[config.mk]
export PLATFORM = sky130hd
export DESIGN_NAME = fsm_receive_data_flat
export DESIGN_NICKNAME = d
export VERILOG_FILES = /design/src/rtl/uart_frame_pkg.sv /design/src/rtl/fsm_receive_data_if.sv /design/src/rtl/frame_timeout_timer.sv /design/src/rtl/fsm_receive_data.sv /design/src/flat_wrapper.sv
export SDC_FILE = /design/constraint.sdc
export NUM_CORES = 1
export LEC_CHECK = 0
export ABC_AREA = 1
export CAP_MARGIN = 20
export CORE_MARGIN = 2
export CORE_UTILIZATION = 50
export DETAILED_ROUTE_END_ITERATION = 7
export PLACE_DENSITY = 0.77
export SKIP_CTS_REPAIR_TIMING = 1
export SLEW_MARGIN = 5
export SYNTH_ARGS = -nofsm -noshare
export SYNTH_HDL_FRONTEND = slang
export SYNTH_SLANG_ARGS = --single-unit
[constraint.sdc]
create_clock -name clk -period 1.5 [get_ports clk]
set_input_delay 0.225 -clock clk [delete_from_list [all_inputs] [get_ports clk]]
set_output_delay 0.225 -clock clk [all_outputs]
set_load 0.1 [all_outputs]
[src/rtl/uart_frame_pkg.sv]
// Shared definitions for the UART framing FSMs (receive and transmit side).
// Frame layout on the wire: HEADER, LO, HI, CHK with CHK = HEADER ^ LO ^ HI.
// Contents:
//   frame_state_t   - state encoding of the frame FSMs
//   DEFAULT_HEADER  - default frame start byte
//   DEFAULT_TIMEOUT - default maximum clk cycles between bytes of one frame
//   frame_chk()     - checksum over header and payload bytes
package uart_frame_pkg;

  typedef enum logic [1:0] {
    ST_IDLE     = 2'd0,
    ST_RECV_LO  = 2'd1,
    ST_RECV_HI  = 2'd2,
    ST_RECV_CHK = 2'd3
  } frame_state_t;

  localparam logic [7:0]  DEFAULT_HEADER  = 8'hA5;
  localparam logic [15:0] DEFAULT_TIMEOUT = 16'd1000;

  function automatic logic [7:0] frame_chk(input logic [7:0] hdr,
                                           input logic [7:0] lo,
                                           input logic [7:0] hi);
    return hdr ^ lo ^ hi;
  endfunction

endpackage

[src/rtl/fsm_receive_data_if.sv]
// Bundle between the UART byte receiver, the frame FSM and its consumer.
// Signals:
//   rx_ready   - one-cycle strobe: a new byte is on rx_data
//   rx_data    - received byte, meaningful only while rx_ready=1
//   data_out   - last accepted frame payload {HI, LO}
//   data_valid - one-cycle pulse when data_out is updated
//   frame_err  - one-cycle pulse on checksum failure or inter-byte timeout
//   busy       - high while a frame is partially received
// Handshake: rx_ready is a strobe with no back-pressure. A byte is transferred
// on every rising clk edge where rx_ready=1; the frame FSM is always able to
// take it, so there is no ready signal in the receive direction. data_valid
// and frame_err are likewise single-cycle strobes that the consumer must
// sample on the cycle they are high.
interface fsm_receive_data_if;
  logic        rx_ready;
  logic [7:0]  rx_data;
  logic [15:0] data_out;
  logic        data_valid;
  logic        frame_err;
  logic        busy;

  // Byte source / result consumer side.
  modport master (
    output rx_ready, rx_data,
    input  data_out, data_valid, frame_err, busy
  );

  // Frame FSM side.
  modport slave (
    input  rx_ready, rx_data,
    output data_out, data_valid, frame_err, busy
  );
endinterface

[src/rtl/frame_timeout_timer.sv]
// Inter-byte timer for the frame FSM. Counts clk cycles while run=1,
// returns to 0 on clear or whenever run=0, and saturates instead of wrapping.
// Ports:
//   clk, reset - clock, asynchronous active-high reset
//   clear      - zero the count at the next edge
//   run        - count while high; held at 0 while low
//   expired    - count has reached TIMEOUT
module frame_timeout_timer
  import uart_frame_pkg::*;
#(
  parameter logic [15:0] TIMEOUT = DEFAULT_TIMEOUT
) (
  input  logic clk,
  input  logic reset,
  input  logic clear,
  input  logic run,
  output logic expired
);

  logic [15:0] count_q;

  always_ff @(posedge clk or posedge reset) begin
    if (reset) begin
      count_q <= 16'd0;
    end else if (clear || !run) begin
      count_q <= 16'd0;
    end else if (count_q != 16'hFFFF) begin
      count_q <= count_q + 16'd1;
    end
  end

  assign expired = (count_q >= TIMEOUT);

endmodule

[src/rtl/fsm_receive_data.sv]
// Receives 4-byte frames (HEADER, LO, HI, CHK) from a UART byte stream.
// A frame with a good checksum loads data_out={HI,LO} and pulses data_valid;
// a bad checksum or a gap longer than TIMEOUT cycles between bytes pulses
// frame_err and drops the partial frame. Outside a frame, non-HEADER bytes
// are ignored silently.
// Ports:
//   clk       - clock, rising edge active
//   reset     - asynchronous active-high reset
//   bus       - fsm_receive_data_if.slave (rx strobe/data in, results out)
//   state_dbg - current FSM state, for observation only
module fsm_receive_data
  import uart_frame_pkg::*;
#(
  parameter logic [7:0]  HEADER  = DEFAULT_HEADER,
  parameter logic [15:0] TIMEOUT = DEFAULT_TIMEOUT
) (
  input  logic                clk,
  input  logic                reset,
  fsm_receive_data_if.slave   bus,
  output frame_state_t        state_dbg
);

  frame_state_t state_q, state_d;
  logic [7:0]   lo_q, lo_d;
  logic [7:0]   hi_q, hi_d;
  logic [15:0]  data_out_q, data_out_d;
  logic         valid_q, valid_d;
  logic         err_q, err_d;
  logic         expired;
  logic         timer_clear;

  always_ff @(posedge clk or posedge reset) begin
    if (reset) begin
      state_q    <= ST_IDLE;
      lo_q       <= 8'd0;
      hi_q       <= 8'd0;
      data_out_q <= 16'd0;
      valid_q    <= 1'b0;
      err_q      <= 1'b0;
    end else begin
      state_q    <= state_d;
      lo_q       <= lo_d;
      hi_q       <= hi_d;
      data_out_q <= data_out_d;
      valid_q    <= valid_d;
      err_q      <= err_d;
    end
  end

  // In the RECV_* states an incoming byte always takes priority over the
  // timeout: the timeout branch is only reached when rx_ready is low.
  always_comb begin
    state_d    = state_q;
    lo_d       = lo_q;
    hi_d       = hi_q;
    data_out_d = data_out_q;
    valid_d    = 1'b0;
    err_d      = 1'b0;
    case (state_q)
      ST_IDLE: begin
        if (bus.rx_ready && (bus.rx_data == HEADER)) begin
          state_d = ST_RECV_LO;
        end
      end
      ST_RECV_LO: begin
        if (bus.rx_ready) begin
          lo_d    = bus.rx_data;
          state_d = ST_RECV_HI;
        end else if (expired) begin
          state_d = ST_IDLE;
          err_d   = 1'b1;
          lo_d    = 8'd0;
          hi_d    = 8'd0;
        end
      end
      ST_RECV_HI: begin
        if (bus.rx_ready) begin
          hi_d    = bus.rx_data;
          state_d = ST_RECV_CHK;
        end else if (expired) begin
          state_d = ST_IDLE;
          err_d   = 1'b1;
          lo_d    = 8'd0;
          hi_d    = 8'd0;
        end
      end
      ST_RECV_CHK: begin
        if (bus.rx_ready) begin
          state_d = ST_IDLE;
          if (bus.rx_data == frame_chk(HEADER, lo_q, hi_q)) begin
            data_out_d = {hi_q, lo_q};
            valid_d    = 1'b1;
          end else begin
            err_d = 1'b1;
          end
        end else if (expired) begin
          state_d = ST_IDLE;
          err_d   = 1'b1;
          lo_d    = 8'd0;
          hi_d    = 8'd0;
        end
      end
      default: begin
        state_d = ST_IDLE;
      end
    endcase
  end

  // Restart the gap measurement on any state change and on every byte taken
  // inside a frame (IDLE keeps the timer parked at 0 through run=0).
  assign timer_clear = (state_d != state_q) ||
                       (bus.rx_ready && (state_q != ST_IDLE));

  frame_timeout_timer #(
    .TIMEOUT (TIMEOUT)
  ) u_timer (
    .clk     (clk),
    .reset   (reset),
    .clear   (timer_clear),
    .run     (state_q != ST_IDLE),
    .expired (expired)
  );

  assign bus.data_out   = data_out_q;
  assign bus.data_valid = valid_q;
  assign bus.frame_err  = err_q;
  assign bus.busy       = (state_q != ST_IDLE);
  assign state_dbg      = state_q;

endmodule

[src/flat_wrapper.sv]
// flat-port wrapper written by rule: the top's interface ports become plain ports
module fsm_receive_data_flat import uart_frame_pkg::*;
#(
  parameter logic [7:0]  HEADER  = DEFAULT_HEADER,
  parameter logic [15:0] TIMEOUT = DEFAULT_TIMEOUT
)
  (clk, reset, state_dbg, bus_rx_ready, bus_rx_data, bus_data_out, bus_data_valid, bus_frame_err, bus_busy);
  fsm_receive_data_if bus_i ();
  input  logic clk;
  input  logic reset;
  output frame_state_t state_dbg;
  input wire logic [$bits(bus_i.rx_ready)-1:0] bus_rx_ready;
  input wire logic [$bits(bus_i.rx_data)-1:0] bus_rx_data;
  output wire logic [$bits(bus_i.data_out)-1:0] bus_data_out;
  output wire logic [$bits(bus_i.data_valid)-1:0] bus_data_valid;
  output wire logic [$bits(bus_i.frame_err)-1:0] bus_frame_err;
  output wire logic [$bits(bus_i.busy)-1:0] bus_busy;
  assign bus_i.rx_ready = bus_rx_ready;
  assign bus_i.rx_data = bus_rx_data;
  assign bus_data_out = bus_i.data_out;
  assign bus_data_valid = bus_i.data_valid;
  assign bus_frame_err = bus_i.frame_err;
  assign bus_busy = bus_i.busy;
  fsm_receive_data #(.HEADER(HEADER), .TIMEOUT(TIMEOUT)) u_core (.clk(clk), .reset(reset), .bus(bus_i), .state_dbg(state_dbg));
endmodule
# --- Word-level counts from Yosys, hierarchy flattened ---
# Cells that the tools add are included.
classes:
  addsub: 1
  magnitude_cmp: 1
  n_eq_ne: 9
  mux: 24
  bitwise_logic: 2
  n_reduce_logical: 16
ops:
  columns: ["op", "count"]
  rows:
  - ["8-bit 2-to-1 mux", 6]
  - ["16-bit 2-to-1 mux", 2]
  - ["8-bit case mux with 2 select lines", 2]
  - ["16-bit by 1-bit adder with 16-bit output (second input constant)", 1]
  - ["16-bit by 10-bit >= comparator with 1-bit output (second input constant)", 1]
  - ["16-bit inequality test (second input constant)", 1]
  - ["2-bit 2-to-1 mux", 5]
  - ["8-bit equality test", 1]
  - ["8-bit equality test (second input constant)", 1]
  - ["2-bit case mux with 4 select lines", 1]
  - ["2-bit nonzero test", 4]
  - ["8-bit bitwise XOR", 1]
  - ["1-bit 2-to-1 mux", 7]
  - ["2-bit OR reduction", 3]
  - ["2-bit equality test (second input constant)", 2]
  - ["2-bit inequality test (second input constant)", 2]
  - ["4-bit NOT", 1]
  - ["2-bit AND reduction", 2]
  - ["3-bit AND reduction", 1]
  - ["2-bit by 1-bit equality test with 1-bit output (second input constant)", 1]
  - ["1-bit logical AND", 2]
  - ["2-bit logical NOT", 1]
  - ["1-bit logical OR", 2]
  - ["2-bit inequality test", 1]
  - ["2 further kinds", 2]
totals:
  reg_bits: 52
  input_bits: 11
  output_inout_bits: 21
  elab_cells: 60

# --- Depth between registers and ports, before layout ---
depth:
  ltp_word: 8
  mapped_depth: 12
  depth_no_buf: 11

# --- Modules after synthesis ---
# Synthesis repeated with hierarchy kept, for this count alone.
hier_totals:
  hier_cells: 378
  hier_area_um2: 2925.3
modules_own_cells:
  columns: ["mod", "n_inst", "cells_each", "area_per_inst_um2", "seq_area_each_um2"]
  rows:
  - ["fsm_receive_data", 1, 228, 1875.5, 900.9]
  - ["frame_timeout_timer", 1, 150, 1049.8, 400.4]

# --- Worst setup path after synthesis ---
# OpenSTA, ideal clock, no wires.
synth_timing:
  path_type: "flip-flop to flip-flop"
  start: "register u_core.state_q[0], in the netlist u_core.state_dbg[0]"
  end: "register u_core.err_q, in the netlist u_core.bus.frame_err"
  setup_ns: 0.078
  t_arrival_ns: 2.321
  required_time_ns: 1.422
  slack_ns: -0.899
  stages_incl_launch_ff: 6
  n_path_buf: 0
  period_less_slack_ns: 2.399
  cell_sequence: "dfrtp_1 inv_1 ha_1 inv_1 nand2_1 a21oi_1"
synth_between:
  elab_chain_len: 3
  word_cells_on_any_way: 5
  classes_between: "3 x eq/ne; 1 x mux; 1 x reduce/logical"
synth_lines:
  columns: ["item", "line_no", "source"]
  rows:
  - ["from (decl)", "fsm_receive_data.sv:23", "frame_state_t state_q, state_d;"]
  - ["from (signal assigned)", "fsm_receive_data.sv:41", "state_q <= state_d;"]
  - ["2-bit by 1-bit equality test with 1-bit output or 2-bit equality test (tied branches)", "fsm_receive_data.sv:59", "case (state_q)"]
  - ["2-bit OR reduction (no source line)", null, null]
  - ["1-bit case mux with 2 select lines *", "fsm_receive_data.sv:59", null]
  - ["named net u_core.err_d", "fsm_receive_data.sv:28", "logic err_q, err_d;"]
  - ["to (signal assigned)", "fsm_receive_data.sv:46", "err_q <= err_d;"]
  - ["to (decl)", "fsm_receive_data.sv:28", null]
# Mark *: on every way through the listed nets, which the timed path passes. The rest lies on a longest branch.
# A chain may end at the register's enable or synchronous reset.

# --- Final worst setup path ---
layout_timing:
  start: "register u_core.hi_q[0]"
  end: "register u_core.data_out_q[5], in the netlist u_core.bus.data_out[5]"
layout_between:
  elab_chain_len: 3
layout_lines:
  columns: ["item", "line_no", "source"]
  rows:
  - ["from (decl)", "fsm_receive_data.sv:25", "logic [7:0] hi_q, hi_d;"]
  - ["from (signal assigned)", "fsm_receive_data.sv:43", "hi_q <= hi_d;"]
  - ["8-bit bitwise XOR", "uart_frame_pkg.sv:23", "return hdr ^ lo ^ hi;"]
  - ["8-bit equality test", "fsm_receive_data.sv:90", "if (bus.rx_data == frame_chk(HEADER, lo_q, hi_q)) begin"]
  - ["3-bit AND reduction (no source line)", null, null]
  - ["to (signal assigned)", "fsm_receive_data.sv:44", "data_out_q <= data_out_d;"]
  - ["to (decl)", "fsm_receive_data.sv:26", "logic [15:0] data_out_q, data_out_d;"]
# No other way between the ends.

==> results.tsv <==
stage	metric	value	unit
placement	io_buffers	31	
floorplanning	die_h	78.5	um
routing	viasPerCell	5.25	
timing	slew_viol_final	0	
grt	grt_pass1_vias	2493	
routing	postRouteAntennaNets	0	
setup_path	arrival	1.90	ns
placement	place_ws	-0.431	ns
logic_synthesis	yosysWarnings	0	
logic_synthesis	synth_xor_xnor_area_share	0.0189	
routing	firstDrtPassIters	4	
pwr	p_leak	0.00206	uW
pwr	finalPower	7130	uW
logic_synthesis	synth.cell_area	2780	sq um
timing	max_slew_margin	0.736	
clock_network	cts.sinks	52	
pwr	comb_power_share	0.572	
pwr	power.internal	3900	uW
clock_network	clk_pin_slew	0.09	ns
outcome	status	finished, violations left	
routing	post_drt_wl_per_cell	14.7	um
floorplanning	die_area	6160	sq um
logic_synthesis	postSynthCellCount	371	
timing	fin_crit	1.69	ns
setup_path	critPathMaxFanout	8	
logic_synthesis	synth-seq-area-share	0.469	
timing	setup_viol	49	
logic_synthesis	synthesis.nets	388	
timing	hold_viol	0	
floorplanning	floorplan.initialDensity	0.510	
pwr	powerDensity	1680	nW/um^2
routing	drc	0	
routing	drt_iter0_drc	284	
clock_network	cts_made_buffers	5	
timing	worst_slew_pin_slew	0.396	ns
clock_network	clock_latency	0.31	ns
logic_synthesis	ys_ff_latch	52	
finish	fin_util	0.780	
placement	place_congestion	0.890	
job	drv_cap	0	
floorplanning	ios	32	
logic_synthesis	yosys.area_share.simple	0.328	
pwr	pwr-share-clk	0.135	
finish	layoutNonFillerInstCount	531	
finish	antenna_cells	0	
logic_synthesis	synth_cell_types	30	
logic_synthesis	synth_compound_area_frac	0.0766	
setup_path	path_class	flip-flop to flip-flop	
routing	totalWireLength	7780	um
logic_synthesis	synth_top_family_by_area	simple AND/OR/NAND/NOR gates	
finish	drive_above_1_share	0.362	
timing	rsz0062_at_grt	yes	
pwr	power_frac_seq	0.292	
finish	area_delta_synth_final	52.7	%
grt	grt_first_pass_wirelength	11200	um
floorplanning	die_w	78.5	um
grt	antenna_found_initial	0	
floorplanning	rows	27	
clock_network	cts_max_level	2	
pwr	p_sw_frac	0.453	
placement	hpwl	4830	um
worst_hold_path	hold_path_class	primary input to async pin	
clock_network	cts_buffer_depth	2	
placement	dp_cells	511	
setup_path	cp.required	1.71	ns
clock_network	cts_tree	yes	
grt	grt_max_degree	53	
routing	vias	2788	
setup_path	cp-start-kind	flip-flop	
pwr	irDropWorstVdd	0.00187	V
logic_synthesis	syn_area_per_cell	7.48	sq um
logic_synthesis	synthMuxAreaShare	0	
clock_network	root_buffer	clkbuf_8	
timing	fmax	593	MHz
timing	hold_ws	0.265	ns
outcome	violations	negative setup slack	
pwr	p_sw	3230	uW
grt	track_usage	0.228	
timing	finalClockSkew	0.00482	ns
setup_path	crit_path_end_kind	flip-flop	
finish	nNetsFinal	475	
timing	finalWorstSetupSlack	-0.186	ns
logic_synthesis	synthAdderAreaFrac	0.0270	
grt	gr-total-overflow	0	
floorplanning	core-area	5440	sq um
timing	fin_crit_sh	1.12	
-- metrics by stage --
step | setup TNS, ns | instance area (sq um)
2_1_floorplan | -12.73 | 2800
3_3_place_gp | -15.04 | 3730
3_5_place_dp | -16.04 | 3730
4_1_cts | -2.97 | 3840
5_1_grt | -9.14 | 4240
6_report | -5.74 | 4240
-- logic make-up after synthesis --
family,after synthesis
compound gates,33
xor+xnor,6
fa+ha+maj,6
buf+inv,56
flops,52
simple gates,218
-- critical path, stage by stage, from the launching register on --
cell	delay [ns]
dfrtp_1	0.40
inv_2	0.06
nand2_1	0.08
nand2_1	0.07
nand2_1	0.07
nand3_1	0.08
nor2_1	0.15
nand2_2	0.11
nor2_2	0.14
nand2_2	0.12
clkbuf_16	0.20
nand2_2	0.06
nand2_1	0.05
-- registers in the layout (all words and copies together), names as in the netlist --
name	count
u_core.bus.data_out	16
u_core.bus.data_valid	1
u_core.bus.frame_err	1
u_core.hi_q	8
u_core.lo_q	8
u_core.state_dbg	2
u_core.u_timer.count_q	16
-- Yosys cell counts --
master,instances,share of area
o22ai_1,16,0.036
nand2_1,138,0.19
a21boi_1,1,0.0027
nand3_1,24,0.043
nand4_1,3,0.0068
clkbuf_1,1,0.0014
nand4_2,1,0.0045
inv_2,2,0.0027
o22ai_4,1,0.0072
a31oi_1,1,0.0023
buf_6,1,0.0041
a21oi_1,5,0.0090
nand2_2,3,0.0068
a31o_2,1,0.0032
nor3_1,6,0.011
o21bai_1,2,0.0054
clkinv_1,1,0.0014
o21ai_0,6,0.011
inv_1,49,0.066
nor3_4,1,0.0059
nand3b_1,1,0.0027
ha_1,6,0.027
xor2_1,5,0.016
nor3b_1,1,0.0027
nor2_1,36,0.049
xnor2_1,1,0.0032
buf_4,2,0.0054
nor2_2,3,0.0068
dfrtp_1,52,0.47
and2_1,1,0.0023
-- area by class of cell --
type                    count  area (sq um)
well taps                  72          90.1
clock inverters             2          35.0
inverters                  52           205
repair buffers             84          1020
flip-flops and latches     52          1300
fillers                   336          1200
multi-input cells         263          1510
clock buffers               6          72.6
-- per-layer routing --
layer / share of wire / routed length, um / GRT usage / up-vias
met4: 0.023 / 180 / 0.0649 / 0
met5: 0 / 0 / 0 / -
li1: - / - / - / 1333
met1: 0.42 / 3300 / 0.314 / 1347
met2: 0.51 / 3960 / 0.373 / 87
met3: 0.043 / 334 / 0.0391 / 21
-- worst paths after layout --
kind                                     start  slack (ns)                 endpoint  cells after the start
worst max register to register  u_core.hi_q[0]       -0.19   u_core.bus.data_out[5]                     12
worst max-delay path            u_core.hi_q[0]       -0.19   u_core.bus.data_out[5]                     12
min in group clk                bus_rx_data[0]        0.43           u_core.lo_q[0]                      4
max in group asynchronous                reset        0.98      u_core.state_dbg[0]                      3
worst min-delay path                     reset        0.26           u_core.lo_q[7]                      3
worst min register to register  u_core.hi_q[4]        0.53  u_core.bus.data_out[12]                      2
-- layout by cell type (no fill, tap or decap), drive strengths merged, types with 6 or more instances in the layout --
| cell type | synthesis | routed |
|---|---|---|
| inv | 51 | 50 |
| dfrtp | 52 | 52 |
| ha | 6 | 6 |
| o21ai | 6 | 6 |
| clkbuf | 1 | 8 |
| nor2 | 39 | 39 |
| nand3 | 24 | 24 |
| o22ai | 17 | 17 |
| buf | 3 | 72 |
| clkdlybuf4s50 | 0 | 8 |
| nand2 | 141 | 141 |
| nor3 | 7 | 7 |
-- power by group through the flow --
stage / clock network [uW] / logic (uW) / registers, uW
5_1_grt: 1010 / 4330 / 2110
6_report: 964 / 4080 / 2080
4_1_cts: 958 / 3370 / 2010
2_1_floorplan: 0 / 1480 / 2580
3_5_place_dp: 0 / 3350 / 2040
3_3_place_gp: 0 / 3280 / 2010
No activity file was read; power rests on OpenSTA's default activity.
